<file path="src/rtl/bcd_entry_to_bin_if.sv">
// ---------------------------------------------------------------------------
// bcd_entry_to_bin_if
//   Bundles the keypad-side entry strobes, the display echo and the
//   result handshake of bcd_entry_to_bin into one connection.
//
//   Parameter
//     Bits        width of the converted operand (must match the block)
//
//   Signals
//     digit       [3:0]   BCD digit from the keypad decoder
//     digit_valid         one-cycle strobe, digit is valid
//     sign_toggle         one-cycle strobe, toggles the entry sign
//     clear               one-cycle strobe, aborts entry or output
//     enter               one-cycle strobe, commits the entry
//     in_ready            block accepts digits, sign or enter
//     tens, unit  [3:0]   display echo of the registered entry
//     value  [Bits-1:0]   converted operand, two's complement if FlagNeg
//     FlagNeg             operand is negative
//     ovf                 magnitude was saturated to 2^Bits-1
//     out_valid           value/FlagNeg/ovf are valid
//     out_ready           consumer accepts the result
//
//   Modports
//     master   keypad decoder + ALU side (drives strobes and out_ready)
//     slave    the entry block itself
// ---------------------------------------------------------------------------
interface bcd_entry_to_bin_if #(
   parameter int Bits = 7
);
   logic [3:0]      digit;
   logic            digit_valid;
   logic            sign_toggle;
   logic            clear;
   logic            enter;
   logic            in_ready;
   logic [3:0]      tens;
   logic [3:0]      unit;
   logic [Bits-1:0] value;
   logic            FlagNeg;
   logic            ovf;
   logic            out_valid;
   logic            out_ready;

   modport master (
      output digit,
      output digit_valid,
      output sign_toggle,
      output clear,
      output enter,
      output out_ready,
      input  in_ready,
      input  tens,
      input  unit,
      input  value,
      input  FlagNeg,
      input  ovf,
      input  out_valid
   );

   modport slave (
      input  digit,
      input  digit_valid,
      input  sign_toggle,
      input  clear,
      input  enter,
      input  out_ready,
      output in_ready,
      output tens,
      output unit,
      output value,
      output FlagNeg,
      output ovf,
      output out_valid
   );
endinterface

</file>
<file path="src/rtl/bcd_entry_to_bin.sv">
// ---------------------------------------------------------------------------
// bcd_entry_to_bin
//   Operand entry front end: collects up to two decimal digits and a sign
//   from the keypad decoder, echoes them as tens/unit for the 7-segment
//   display, and on enter converts the entry into a Bits-wide binary
//   operand (two's complement when negative, saturated with ovf when the
//   magnitude exceeds 2^Bits-1). The result is offered to the ALU with a
//   valid/ready handshake and held until accepted.
//
//   Parameter
//     Bits       operand width; must equal the interface's Bits
//
//   Ports
//     clk        system clock, rising edge
//     rst_n      asynchronous active-low reset
//     bus        bcd_entry_to_bin_if.slave (entry strobes, display echo,
//                result handshake)
//
//   Build option
//     BCD_ENTRY_AUTO_ENTER_EN  when defined, completing a two-digit entry
//                              starts conversion on the following edge
//                              without an explicit enter.
//
//   Priority each cycle: clear > enter > {digit_valid, sign_toggle}.
// ---------------------------------------------------------------------------
module bcd_entry_to_bin #(
   parameter int Bits = 7
) (
   input logic               clk,
   input logic               rst_n,
   bcd_entry_to_bin_if.slave bus
);

   // Magnitude is formed four bits wider than the operand so 99 fits
   // before saturation for any practical Bits.
   localparam int W = Bits + 4;
   localparam logic [W-1:0] MAXW = {{4{1'b0}}, {Bits{1'b1}}};

   typedef enum logic [2:0] {
      IDLE,
      ONE,
      TWO,
      CONV,
      HOLD
   } state_t;

   state_t          state;
   state_t          nxt;

   logic            in_ready_q;
   logic [3:0]      tens_q;
   logic [3:0]      unit_q;
   logic            sign_q;
   logic [Bits-1:0] value_q;
   logic            neg_q;
   logic            ovf_q;
   logic            out_valid_q;

   logic            digit_ok;
   logic            entering;
   logic [W-1:0]    tens_w;
   logic [W-1:0]    unit_w;
   logic [W-1:0]    mag_raw;
   logic [W-1:0]    mag_sat;
   logic            sat;
   logic            neg;
   logic [Bits-1:0] mag_neg;

   // -----------------------------------------------------------------------
   // Next-state selection
   // -----------------------------------------------------------------------
   always_comb begin
      digit_ok = bus.digit_valid && (bus.digit <= 4'd9);
      entering = (state == IDLE) || (state == ONE) || (state == TWO);
      nxt      = state;
      if (bus.clear) begin
         nxt = IDLE;
      end else begin
         case (state)
            IDLE: begin
               if (bus.enter)
                  nxt = CONV;
               else if (digit_ok)
                  nxt = ONE;
            end
            ONE: begin
               if (bus.enter)
                  nxt = CONV;
               else if (digit_ok)
                  nxt = TWO;
            end
            TWO: begin
`ifdef BCD_ENTRY_AUTO_ENTER_EN
               // A completed two-digit entry converts on the next edge.
               nxt = CONV;
`else
               if (bus.enter)
                  nxt = CONV;
`endif
            end
            CONV: nxt = HOLD;
            HOLD: begin
               if (out_valid_q && bus.out_ready)
                  nxt = IDLE;
            end
            default: nxt = IDLE;
         endcase
      end
   end

   // -----------------------------------------------------------------------
   // Conversion datapath: mag = tens*10 + unit as shift-and-add
   // -----------------------------------------------------------------------
   always_comb begin
      tens_w  = W'(tens_q);
      unit_w  = W'(unit_q);
      mag_raw = (tens_w << 3) + (tens_w << 1) + unit_w;
      sat     = (mag_raw > MAXW);
      mag_sat = sat ? MAXW : mag_raw;
      // Negative zero is reported as +0.
      neg     = sign_q && (mag_sat != '0);
      mag_neg = ~mag_sat[Bits-1:0] + Bits'(1);
   end

   // -----------------------------------------------------------------------
   // State and registered outputs
   // -----------------------------------------------------------------------
   always_ff @(posedge clk or negedge rst_n) begin
      if (!rst_n) begin
         state       <= IDLE;
         in_ready_q  <= 1'b1;
         tens_q      <= '0;
         unit_q      <= '0;
         sign_q      <= 1'b0;
         value_q     <= '0;
         neg_q       <= 1'b0;
         ovf_q       <= 1'b0;
         out_valid_q <= 1'b0;
      end else begin
         state      <= nxt;
         in_ready_q <= (nxt == IDLE) || (nxt == ONE) || (nxt == TWO);
         if (bus.clear) begin
            tens_q      <= '0;
            unit_q      <= '0;
            sign_q      <= 1'b0;
            ovf_q       <= 1'b0;
            out_valid_q <= 1'b0;
         end else if (entering) begin
            // enter swallows any digit/sign strobe in the same cycle.
            if (!bus.enter) begin
               if (digit_ok && (state != TWO)) begin
                  unit_q <= bus.digit;
                  tens_q <= (state == ONE) ? unit_q : 4'd0;
               end
               if (bus.sign_toggle)
                  sign_q <= ~sign_q;
            end
         end else if (state == CONV) begin
            value_q     <= neg ? mag_neg : mag_sat[Bits-1:0];
            neg_q       <= neg;
            ovf_q       <= sat;
            out_valid_q <= 1'b1;
         end else if (state == HOLD) begin
            // value/FlagNeg stay as the last result after acceptance.
            if (out_valid_q && bus.out_ready) begin
               out_valid_q <= 1'b0;
               ovf_q       <= 1'b0;
               tens_q      <= '0;
               unit_q      <= '0;
               sign_q      <= 1'b0;
            end
         end
      end
   end

   assign bus.in_ready  = in_ready_q;
   assign bus.tens      = tens_q;
   assign bus.unit      = unit_q;
   assign bus.value     = value_q;
   assign bus.FlagNeg   = neg_q;
   assign bus.ovf       = ovf_q;
   assign bus.out_valid = out_valid_q;

endmodule

</file>
<file path="src/flat_wrapper.sv">
// flat-port wrapper written by rule: the top's interface ports become plain ports
module bcd_entry_to_bin_flat 
#(
   parameter int Bits = 7
)
  (clk, rst_n, bus_digit, bus_digit_valid, bus_sign_toggle, bus_clear, bus_enter, bus_out_ready, bus_in_ready, bus_tens, bus_unit, bus_value, bus_FlagNeg, bus_ovf, bus_out_valid);
  bcd_entry_to_bin_if #(.Bits(Bits)) bus_i ();
  input logic clk;
  input logic rst_n;
  input wire logic [$bits(bus_i.digit)-1:0] bus_digit;
  input wire logic [$bits(bus_i.digit_valid)-1:0] bus_digit_valid;
  input wire logic [$bits(bus_i.sign_toggle)-1:0] bus_sign_toggle;
  input wire logic [$bits(bus_i.clear)-1:0] bus_clear;
  input wire logic [$bits(bus_i.enter)-1:0] bus_enter;
  input wire logic [$bits(bus_i.out_ready)-1:0] bus_out_ready;
  output wire logic [$bits(bus_i.in_ready)-1:0] bus_in_ready;
  output wire logic [$bits(bus_i.tens)-1:0] bus_tens;
  output wire logic [$bits(bus_i.unit)-1:0] bus_unit;
  output wire logic [$bits(bus_i.value)-1:0] bus_value;
  output wire logic [$bits(bus_i.FlagNeg)-1:0] bus_FlagNeg;
  output wire logic [$bits(bus_i.ovf)-1:0] bus_ovf;
  output wire logic [$bits(bus_i.out_valid)-1:0] bus_out_valid;
  assign bus_i.digit = bus_digit;
  assign bus_i.digit_valid = bus_digit_valid;
  assign bus_i.sign_toggle = bus_sign_toggle;
  assign bus_i.clear = bus_clear;
  assign bus_i.enter = bus_enter;
  assign bus_i.out_ready = bus_out_ready;
  assign bus_in_ready = bus_i.in_ready;
  assign bus_tens = bus_i.tens;
  assign bus_unit = bus_i.unit;
  assign bus_value = bus_i.value;
  assign bus_FlagNeg = bus_i.FlagNeg;
  assign bus_ovf = bus_i.ovf;
  assign bus_out_valid = bus_i.out_valid;
  bcd_entry_to_bin #(.Bits(Bits)) u_core (.clk(clk), .rst_n(rst_n), .bus(bus_i));
endmodule
</file>
<file path="config.mk">
export PLATFORM = sky130hd
export DESIGN_NAME = bcd_entry_to_bin_flat
export DESIGN_NICKNAME = d
export VERILOG_FILES = /design/src/rtl/bcd_entry_to_bin_if.sv /design/src/rtl/bcd_entry_to_bin.sv /design/src/flat_wrapper.sv
export SDC_FILE = /design/constraint.sdc
export NUM_CORES = 1
export LEC_CHECK = 0
export BUFFER_PORTS_ARGS = -buffer_cell sky130_fd_sc_hd__buf_2
export CORE_MARGIN = 2
export CORE_UTILIZATION = 59
export DETAILED_ROUTE_END_ITERATION = 7
export GPL_TIMING_DRIVEN = 0
export PLACE_DENSITY_LB_ADDON = 0.05
export REMOVE_ABC_BUFFERS = 1
export SYNTH_ARGS = -nofsm -noshare
export SYNTH_HDL_FRONTEND = slang
export SYNTH_SLANG_ARGS = --single-unit
</file>
<file path="constraint.sdc">
create_clock -name clk -period 8.1 [get_ports clk]
set_input_delay 0 -clock clk [delete_from_list [all_inputs] [get_ports clk]]
set_output_delay 0 -clock clk [all_outputs]
set_load 0.03 [all_outputs]
</file>
==> impl_metrics.csv, run 1 <==
group,metric,value,unit
outcome,status,"finished, final reports clean",
timing,setup_ws,4.00,ns
yosys,synth_most_common_cell,"nand2_1",
placed_design,dp_hpwl,2570,um
yosys,synth_edf_count,0,
floorplanning,initial_utilization,63.5,%
yosys,synth_flop_cell,"dfrtp_1",
timing,slew_headroom,48.9,%
floorplanning,dieArea,3170,um2
timing,post-route-min-period,4.10,ns
timing,clock.fmax,0.244,GHz
cells_and_area,fill_cells,201,
setup_path,worstPathArrival,4.31,ns
drt,drt_iter0_markers,51,
power_and_ir_drop,power.density,188,nW/um2
timing,clock_skew,0.00276,ns
cts,cts_buffers,3,
floorplanning,coreArea,2540,um2
yosys,synthesis.area,1620,um2
drt,drtAntennaViolNets,0,
yosys,async_reset_ff_share,100,%
cells_and_area,syn2layout_area_growth,15.1,%
cts,clk-insertion-delay-late,0.31,ns
drt,wl_met1,1530,um
grt,grt_overflow_total,0,
cts,clk_pin_slew,0.13,ns
grt,grt_pass1_wl,5930,um
cts,cts.sink_count,23,
floorplanning,pin_count,30,
drt,highest-signal-layer,"met4",
drt,drcViolationCount,0,
yosys,ys_ff_latch,23,
cells_and_area,antenna_cells,0,
placed_design,portBuffers,29,
timing,hold_viol,0,
setup_path,worstSetupPathType,"register to register",
floorplanning,fp.dieH,56.3,um
cells_and_area,multi_input_area,960,um2
floorplanning,die_w,56.3,um
timing,tns,0,ns
cts,cts_tree,"yes",
yosys,synthTopCellsByCount,"nand2_1 (29), dfrtp_1 (22), nor2_1 (14)",
grt,grt_start_max_net_pins,24,
grt,grt_pass1_vias,1411,
grt,grtUsageTotal,23.0,%
worst_hold_path,min_path_type,"input port to register",
drt,viasPerCell,5.88,
cts,cts_max_level,1,
setup_path,crit_path_start_kind,"register",
cells_and_area,seq_area,577,um2
floorplanning,fp-row-count,18,
yosys,synth-seq-area-share,35.7,%
drt,met2_length,1660,um
timing,slew_viol_final,0,
timing,rsz0062_at_grt,"no",
drt,wl_met3,187,um
power_and_ir_drop,vdd_drop_max,0.150,mV
cts,clockRootBuffer,"clkbuf_4",
grt,antenna_found_initial,0,
power_and_ir_drop,p_leak,0.918,nW
worst_hold_path,whs_path_depth,4,
drt,dr.pass1.iters,4,
cts,cts_buffer_depth,2,
yosys,yosysTopAreaCell,"dfrtp_1",
setup_path,cp.required,8.31,ns
yosys,ys_warn_count,0,
yosys,yosysUniqueCellTypes,50,
timing,setup_violations,0,
placed_design,gp_congestion,0.802,
yosys,synth_top_area_share,34.1,%
placed_design,place_ws,4.05,ns
drt,num_vias,1470,
flow_run,cap_violations,0,
yosys,synthTopCellsByArea,"dfrtp_1 (34%), nand2_1 (6.7%), mux2i_1 (5.0%)",
timing,fin_crit_sh,50.6,%
yosys,syn_area_per_cell,8.55,um2
cells_and_area,nNetsFinal,240,
setup_path,critPathMaxFanout,9,
cells_and_area,layout-drive-gt1-share,17.3,%
timing,worstMarginPinSlew,0.762,ns
setup_path,end_kind,"register",
drt,routed_wl,3390,um
yosys,syn_inst,189,
setup_path,reg2reg_depth,14,
drt,wire_per_inst,13.6,um
[stage by stage]
stage,utilization (%),hold slack [ns],power (mW),std cells,instance area (um2)
6_report,73.1,0.0324,0.350,250,1860
5_1_grt,73.1,0.0557,0.371,250,1860
4_1_cts,73.1,0.0273,0.351,250,1860
3_5_place_dp,69.3,-0.00239,0.296,239,1760
3_3_place_gp,69.3,-0.0134,0.291,239,1760
2_1_floorplan,-,-0.296,0.256,180,1580
[cells by family after synthesis]
kind of cell    share of synthesized area [%]
buf+inv                                  4.95
fa+ha+maj                                7.12
xor+xnor                                 3.25
flops                                    35.7
mux                                      4.95
compound gates                           19.3
simple gates                             24.8
[critical path, cell delays in order, from the launching register on]
cell and delay, ns:
dfrtp_1 0.49, ha_1 0.31, ha_1 0.33, nor2b_4 0.16, o21a_1 0.21, o211ai_1 0.36
nand2_1 0.27, nor2_1 0.22, ha_1 0.22, nand2_1 0.07, nor2_1 0.23, o21ai_0 0.14
a2111o_1 0.49, a211o_1 0.32, a22o_1 0.17
[final timing paths]
check / from / end / slack [ns]
min in group asynchronous: rst_n / u_core.bus.value[6]$_DFFE_PN0P_ / 0.17
hold reg to reg: u_core.bus.value[0]$_DFFE_PN0P_ / u_core.bus.value[0]$_DFFE_PN0P_ / 0.49
setup reg to reg: u_core.bus.tens[2]$_DFFE_PN0P_ / u_core.bus.value[1]$_DFFE_PN0P_ / 4.00
hold / removal: bus_out_ready / u_core.bus.out_valid$_DFFE_PN0P_ / 0.03
setup / recovery: u_core.bus.tens[2]$_DFFE_PN0P_ / u_core.bus.value[1]$_DFFE_PN0P_ / 4.00
max in group asynchronous: rst_n / u_core.bus.in_ready$_DFF_PN1_ / 7.57
[power by group]
part / total, mW / switching [mW] / internal (mW)
combinational: 0.141 / 0.0899 / 0.0516
clock: 0.0536 / 0.0344 / 0.0192
sequential: 0.155 / 0.0185 / 0.136
[final cells by class]
class	count	area share, %
multi-input cells	145	51.6
flip-flops and latches	23	31.0
repair buffers	36	11.6
inverters	12	2.42
well taps	30	2.02
clock buffers	4	1.41
[metal layers]
layer	up-vias	global-route usage [%]
li1	734	-
met1	680	29.1
met2	54	41.5
met3	2	2.76
met4	0	5.44
met5	-	0
[sequential cells by signal, summed over array words and instances (netlist names)]
signal / count
u_core.state: 3
u_core.bus.tens: 4
u_core.bus.in_ready: 1
u_core.bus.out_valid: 1
u_core.bus.value: 7
u_core.bus.FlagNeg: 1
u_core.sign_q: 1
u_core.bus.ovf: 1
u_core.bus.unit: 4
[what timing repair did]
action	4_1_cts	5_1_grt
resized for setup	0	0
hold endpoints to repair	31	0
hold buffers	7	0
buffers inserted	0	0
[placed cells by master, fill, tap and decap left out, types with 2 or more instances in the layout]
cell / count
xnor2_1: 5
inv_1: 12
a311oi_1: 2
fa_1: 2
mux2i_1: 8
nand3_1: 6
a21o_1: 3
ha_1: 6
or3_1: 2
o211ai_1: 2
o21ai_0: 10
nand3b_1: 2
a32o_1: 2
buf_2: 29
nand2_1: 29
o221ai_1: 2
dfrtp_1: 22
nor3_1: 2
or4_1: 3
clkbuf_4: 3
o21a_1: 3
dlygate4sd3_1: 7
and2_1: 2
nor2b_1: 5
nor2_1: 14
a21oi_1: 7
a31oi_1: 3
o31ai_1: 3
No activity file was read; power rests on OpenSTA's default activity.
==> inputs of run 2 (changes only) <==
--- a/config.mk
+++ b/config.mk
@@ -5,9 +5,10 @@
 export SDC_FILE = /design/constraint.sdc
 export NUM_CORES = 1
 export LEC_CHECK = 0
+export ABC_AREA = 1
 export BUFFER_PORTS_ARGS = -buffer_cell sky130_fd_sc_hd__buf_2
 export CORE_MARGIN = 2
-export CORE_UTILIZATION = 59
+export CORE_UTILIZATION = 55
 export DETAILED_ROUTE_END_ITERATION = 7
 export GPL_TIMING_DRIVEN = 0
 export PLACE_DENSITY_LB_ADDON = 0.05
==> constraint.sdc (replaced) <==
create_clock -name clk -period 3.8 [get_ports clk]
set_input_delay 0 -clock clk [delete_from_list [all_inputs] [get_ports clk]]
set_output_delay 0 -clock clk [all_outputs]
set_load 0.03 [all_outputs]
==> run 2 against run 1 <==
Compared with the run above:
- register-to-register slack lost 3.0 ns
- non-clock buffer count is the same
- setup slack lost 3.0 ns
- synthesized cell count grew 13%
- clock skew is essentially flat
- global-route usage shrank 1.5 points
- largest power group is now combinational cells
- fmax grew 45%
- highest routed layer unchanged
- sequential share of layout area grew 0.64 points
- sequential power grew 120%
- critical path type unchanged
- critical endpoint is now u_core.bus.value[3]$_DFFE_PN0P_
==> impl_metrics.csv, run 2 <==
group,metric,value,unit
outcome,status,"finished, final reports clean",
placed_design,place_ws,0.973,ns
flow_run,cap_violations,0,
setup_path,critPathBufInv,1,
setup_path,slowest_stage,"dfrtp_1",
power_and_ir_drop,p_leak,1.04,nW
grt,grt_pass1_vias,1358,
yosys,syn_inst,213,
drt,num_vias,1464,
cells_and_area,antenna_cells,0,
cells_and_area,final_util,66.7,%
floorplanning,fp.dieH,57.2,um
yosys,synth_top_area_share,35.3,%
cts,cts.sink_count,23,
grt,grt_overflow_total,0,
timing,clock.fmax,0.353,GHz
floorplanning,dieArea,3280,um2
cts,post_cts_resized,0,
drt,viasPerCell,5.19,
drt,drtAntennaViolNets,0,
yosys,synth_most_common_cell,"nand2_1",
timing,rsz0062_at_grt,"no",
timing,fin_crit_sh,74.5,%
setup_path,crit_top_cell,"nand2_1",
setup_path,crit_path_start_kind,"register",
timing,clock_skew,0.00318,ns
drt,wire_per_inst,11.2,um
timing,setup_ws,0.969,ns
cells_and_area,most-common-layout-cells,"nand2_1 (60), inv_1 (34), buf_2 (29)",
setup_path,end_kind,"register",
grt,grt_start_max_net_pins,24,
placed_design,gp_congestion,0.877,
timing,post-route-min-period,2.83,ns
cells_and_area,final_common_cell,"nand2_1",
setup_path,r2r_slack,0.97,ns
timing,slew_headroom,55.2,%
power_and_ir_drop,power_switching,0.385,mW
setup_path,worstPathArrival,3.04,ns
grt,grtUsageTotal,21.5,%
drt,dr.pass1.iters,4,
cts,cts_max_level,1,
grt,antenna_found_initial,0,
floorplanning,initial_utilization,57.0,%
cts,cts_setup_buffers,0,
timing,worstMarginPinSlew,0.666,ns
setup_path,cp.required,4.00,ns
worst_hold_path,min_path_type,"input port to register",
drt,drt_iter0_markers,50,
power_and_ir_drop,p_seq_share,39.7,%
placed_design,dp_hpwl,2460,um
power_and_ir_drop,combPwrFrac,47.4,%
floorplanning,coreArea,2730,um2
floorplanning,die_w,57.2,um
power_and_ir_drop,power.density,473,nW/um2
yosys,synth_edf_count,0,
cts,cts_buffers,3,
yosys,synth_flop_cell,"dfrtp_1",
yosys,syn_area_per_cell,7.32,um2
cells_and_area,fill_cells,251,
placed_design,portBuffers,29,
timing,hold_viol,0,
yosys,synth-seq-area-share,37.0,%
power_and_ir_drop,pwr-share-clk,12.9,%
timing,setup_violations,0,
grt,grt_pass1_wl,5590,um
drt,routed_wl,3150,um
yosys,synthesis.area,1560,um2
power_and_ir_drop,p_int,0.477,mW
floorplanning,fp-row-count,19,
cells_and_area,layout-drive-gt1-share,19.5,%
cells_and_area,largest_reg_flops,7,
cells_and_area,syn2layout_area_growth,16.9,%
cts,clk-insertion-delay-late,0.30,ns
setup_path,worstSetupPathType,"register to register",
yosys,async_reset_ff_share,100,%
yosys,yosysUniqueCellTypes,28,
power_and_ir_drop,netSwitchingFraction,44.7,%
setup_path,cpPeakStageDelay,0.48,ns
yosys,synthTopCellsByArea,"dfrtp_1 (35%), nand2_1 (14%), nand3_1 (8.7%)",
cts,clk_pin_slew,0.12,ns
drt,drcViolationCount,0,
cells_and_area,nNetsFinal,271,
setup_path,timing.critical_path.max_delay_family,"simple AND/OR/NAND/NOR gates",
power_and_ir_drop,power,0.862,mW
cts,cts_buffer_depth,2,
timing,slew_viol_final,0,
floorplanning,pin_count,30,
yosys,yosysTopAreaCell,"dfrtp_1",
yosys,ys_warn_count,0,
timing,tns,0,ns
yosys,synthTopCellsByCount,"nand2_1 (60), inv_1 (34), nand3_1 (27)",
power_and_ir_drop,vdd_drop_max,0.491,mV
yosys,ys_ff_latch,23,
setup_path,critPathMaxFanout,8,
cts,clockRootBuffer,"clkbuf_4",
setup_path,worstPathCellList,"ha_1 > ha_1 > a21oi_1 > nor2_4 > nand2_4 > nand2_4 > nor2_1 > ha_1 > nand2_1 > inv_1 > nand4_1 > nand2_2 > nand3_2 > nand2_1 > nand2_1 > nand2_1 > nand2_1",
cts,cts_tree,"yes",
-- run 2: cell types whose count changed in the layout (fill, tap and decap cells not counted), moves of 4 or more --
| cell | delta |
|---|---|
| nor2_1 | -8 |
| xnor2_1 | -4 |
| nand4_1 | +5 |
| inv_1 | +22 |
| mux2i_1 | -8 |
| nand2_1 | +31 |
| nand3_1 | +21 |
| nand2_2 | +5 |
| nor2b_1 | -5 |
-- run 2: cell families after synthesis --
logic type	share of synthesized area, %
DFF	37.0
AOI/OAI and AO/OA	8.27
and+or+nand+nor	36.0
buffers and inverters	9.71
adders and majority gates	7.38
xor gates and xnor gates	1.69
-- run 2: worst reg2reg max path, delay by kind of cell (launching register included) --
kind | cells | cell delay, ns
compound gates | 1 | 0.26
fa+ha+maj | 3 | 0.86
buf+inv | 1 | 0.05
flops | 1 | 0.48
simple gates | 12 | 1.09
-- run 2: cell type report --
cell class                      count  area [um2]  area share [%]
Multi-Input combinational cell    152         831            45.6
Timing Repair Buffer               36         215            11.8
Inverter                           36         135            7.41
Clock buffer                        4        26.3            1.44
Sequential cell                    23         577            31.6
Tap cell                           31        38.8            2.13
-- run 2: routing by layer --
metal	global-route usage, %	wire, um
met5	0	0
met4	5.65	15
met3	3.17	84
met2	36.1	1560
met1	29.3	1490
-- run 2: final timing paths --
check | from | endpoint | cells past startpoint
hold / removal | bus_out_ready | u_core.state[2]$_DFF_PN0_ | 4
hold reg to reg | u_core.bus.FlagNeg$_DFFE_PN0P_ | u_core.bus.FlagNeg$_DFFE_PN0P_ | 2
max in group asynchronous | rst_n | u_core.bus.in_ready$_DFF_PN1_ | 2
setup / recovery | u_core.bus.tens[2]$_DFFE_PN0P_ | u_core.bus.value[3]$_DFFE_PN0P_ | 17
min in group asynchronous | rst_n | u_core.bus.value[4]$_DFFE_PN0P_ | 2
setup reg to reg | u_core.bus.tens[2]$_DFFE_PN0P_ | u_core.bus.value[3]$_DFFE_PN0P_ | 17
-- run 2: metrics by stage --
step	area, um2	hold slack, ns	cells
detailed placement	1730	0.00646	271
global route	1820	0.0438	282
global placement	1730	0.000525	271
floorplan	1540	-0.296	211
finish	1820	0.0530	282
CTS	1820	0.0405	282
-- run 2: power by group through the flow --
| stage | combinational (mW) | sequential [mW] | clock [mW] |
|---|---|---|---|
| after floorplan | 0.201 | 0.444 | 0 |
| after global placement | 0.394 | 0.346 | 0 |
| after detailed placement | 0.403 | 0.348 | 0 |
| after CTS | 0.411 | 0.343 | 0.115 |
| after global routing | 0.455 | 0.351 | 0.123 |
| final | 0.409 | 0.342 | 0.111 |
-- run 2: what timing repair did --
action	in CTS	in global routing
hold endpoints to repair	28	0
hold buffers	7	0
endpoints found under the setup margin	0	0
==> inputs of run 3 (changes only) <==
==> constraint.sdc (replaced) <==
create_clock -name clk -period 3 [get_ports clk]
set_input_delay 0 -clock clk [delete_from_list [all_inputs] [get_ports clk]]
set_output_delay 0 -clock clk [all_outputs]
set_load 0.03 [all_outputs]
==> run 3 against run 2 <==
Compared with the run above:
- critical path depth stayed put
- clock power grew 26%
- worst hold slack is essentially flat
- design area up 0.27%
- setup slack got worse by 0.75 ns
- largest cell class unchanged
==> impl_metrics.csv, run 3 (synthesis results as in run 2) <==
group,metric,value,unit
outcome,status,"finished, final reports clean",
setup_path,crit_top_cell,"nand2_1",
cells_and_area,final_common_cell,"nand2_1",
flow_run,cap_violations,0,
floorplanning,dieArea,3280,um2
grt,grtUsageTotal,21.5,%
grt,grt_pass1_vias,1358,
power_and_ir_drop,pwr-share-clk,12.9,%
cells_and_area,antenna_cells,0,
setup_path,worstPathCellList,"ha_1 > fa_1 > nand3_2 > nor2_4 > nand2_4 > nand2_4 > nor2_1 > ha_1 > nand2_1 > inv_1 > nand4_1 > nand2_2 > nand3_2 > nand2_1 > nand2_1 > nand2_1 > nand2_1",
drt,wl_met3,85,um
floorplanning,die_w,57.2,um
placed_design,portBuffers,29,
drt,drtAntennaViolNets,0,
setup_path,worstPathArrival,2.99,ns
worst_hold_path,min_path_type,"input port to register",
timing,clock.fmax,0.359,GHz
timing,clock_skew,0.00307,ns
cells_and_area,most-common-layout-cells,"nand2_1 (60), inv_1 (34), buf_2 (29)",
cts,cts.sink_count,23,
floorplanning,coreArea,2730,um2
timing,fin_crit_sh,92.8,%
setup_path,worstSetupPathType,"register to register",
cts,clockRootBuffer,"clkbuf_4",
cts,cts_max_level,1,
grt,grt_start_max_net_pins,24,
drt,drt_iter0_markers,33,
power_and_ir_drop,p_leak,1.04,nW
power_and_ir_drop,p_int,0.604,mW
cts,clk_pin_slew,0.12,ns
drt,num_vias,1471,
timing,slew_viol_final,0,
setup_path,timing.critical_path.max_delay_family,"simple AND/OR/NAND/NOR gates",
timing,worstMarginPinSlew,0.670,ns
cells_and_area,largest_reg_flops,7,
drt,wl_met1,1500,um
cells_and_area,nNetsFinal,271,
power_and_ir_drop,power_switching,0.488,mW
power_and_ir_drop,combPwrFrac,47.5,%
setup_path,crit_path_start_kind,"register",
cts,cts_buffer_depth,2,
power_and_ir_drop,vdd_drop_max,0.622,mV
setup_path,critPathMaxFanout,8,
setup_path,cp.required,3.20,ns
cells_and_area,syn2layout_area_growth,17.3,%
drt,met2_length,1590,um
floorplanning,fp.dieH,57.2,um
cts,cts_tree,"yes",
setup_path,cpPeakStageDelay,0.54,ns
cts,cts_buffers,3,
grt,antenna_found_initial,0,
cells_and_area,layout-drive-gt1-share,20.3,%
floorplanning,initial_utilization,57.0,%
timing,setup_violations,0,
power_and_ir_drop,p_seq_share,39.6,%
timing,rsz0062_at_grt,"no",
setup_path,slowest_stage,"fa_1",
timing,hold_viol,0,
setup_path,critPathBufInv,1,
grt,grt_overflow_total,0,
placed_design,gp_congestion,0.877,
cts,cts_setup_buffers,0,
drt,routed_wl,3190,um
setup_path,end_kind,"register",
power_and_ir_drop,power.density,598,nW/um2
drt,wire_per_inst,11.3,um
floorplanning,fp-row-count,19,
drt,highest-signal-layer,"met4",
placed_design,dp_hpwl,2460,um
timing,post-route-min-period,2.78,ns
floorplanning,pin_count,30,
timing,tns,0,ns
power_and_ir_drop,netSwitchingFraction,44.7,%
drt,viasPerCell,5.22,
cts,clk-insertion-delay-late,0.30,ns
timing,slew_headroom,54.9,%
timing,whs,0.0529,ns
drt,dr.pass1.iters,4,
grt,grt_pass1_wl,5590,um
drt,drcViolationCount,0,
run 3: changes by cell type in the layout (fill, tap and decap cells not counted):
cell	change
a21oi_1	-1
dfrtp_2	+1
dfrtp_1	-1
a21oi_2	+1
run 3: final timing paths:
kind,startpoint,end,slack [ns],cells past startpoint
hold reg to reg,u_core.bus.FlagNeg$_DFFE_PN0P_,u_core.bus.FlagNeg$_DFFE_PN0P_,0.49,2
min in group asynchronous,rst_n,u_core.bus.value[4]$_DFFE_PN0P_,0.18,2
max in group asynchronous,rst_n,u_core.bus.tens[2]$_DFFE_PN0P_,2.44,2
setup / recovery,u_core.bus.tens[2]$_DFFE_PN0P_,u_core.bus.value[3]$_DFFE_PN0P_,0.22,17
hold / removal,bus_out_ready,u_core.state[2]$_DFF_PN0_,0.05,4
setup reg to reg,u_core.bus.tens[2]$_DFFE_PN0P_,u_core.bus.value[3]$_DFFE_PN0P_,0.22,17
run 3: routing by layer:
layer / global-route usage, % / vias to the layer above
met4: 5.65 / 0
met1: 29.3 / 677
met3: 3.17 / 2
li1: - / 766
met2: 36.1 / 26
met5: 0 / -
run 3: repair_timing:
item | 4_1_cts | 5_1_grt
gates resized for setup | 0 | 2
endpoints found under the setup margin | 0 | 2
hold buffers | 7 | 0
hold endpoints to repair | 28 | 0
run 3: stage by stage:
| step | power (mW) | cell area, um2 | worst slack (ns) | cells | util, % |
|---|---|---|---|---|---|
| final | 1.09 | 1830 | 0.215 | 282 | 66.9 |
| after global routing | 1.18 | 1830 | 0.00971 | 282 | 66.9 |
| after CTS | 1.10 | 1820 | 0.140 | 282 | 66.7 |
| after detailed placement | 0.951 | 1730 | 0.173 | 271 | 63.2 |
| after global placement | 0.937 | 1730 | 0.251 | 271 | 63.2 |
| after floorplan | 0.817 | 1540 | 0.281 | 211 | - |
run 3: worst min-delay path, stage by stage:
cell and delay, ns:
buf_2 0.08, nand2_1 0.04, nand2_1 0.06, o21ai_0 0.12
run 3: final cells by class:
type                            instances  area [um2]
Clock buffer                            4        26.3
Fill cell                             251         906
Inverter                               36         135
Multi-Input combinational cell        152         835
Sequential cell                        23         578
Tap cell                               31        38.8
Timing Repair Buffer                   36         215
run 3: power groups by stage:
| stage | sequential, mW | combinational, mW | clock (mW) |
|---|---|---|---|
| floorplan | 0.562 | 0.254 | 0 |
| global placement | 0.438 | 0.499 | 0 |
| detailed placement | 0.440 | 0.511 | 0 |
| CTS | 0.434 | 0.520 | 0.146 |
| global route | 0.444 | 0.578 | 0.156 |
| finish | 0.433 | 0.519 | 0.140 |
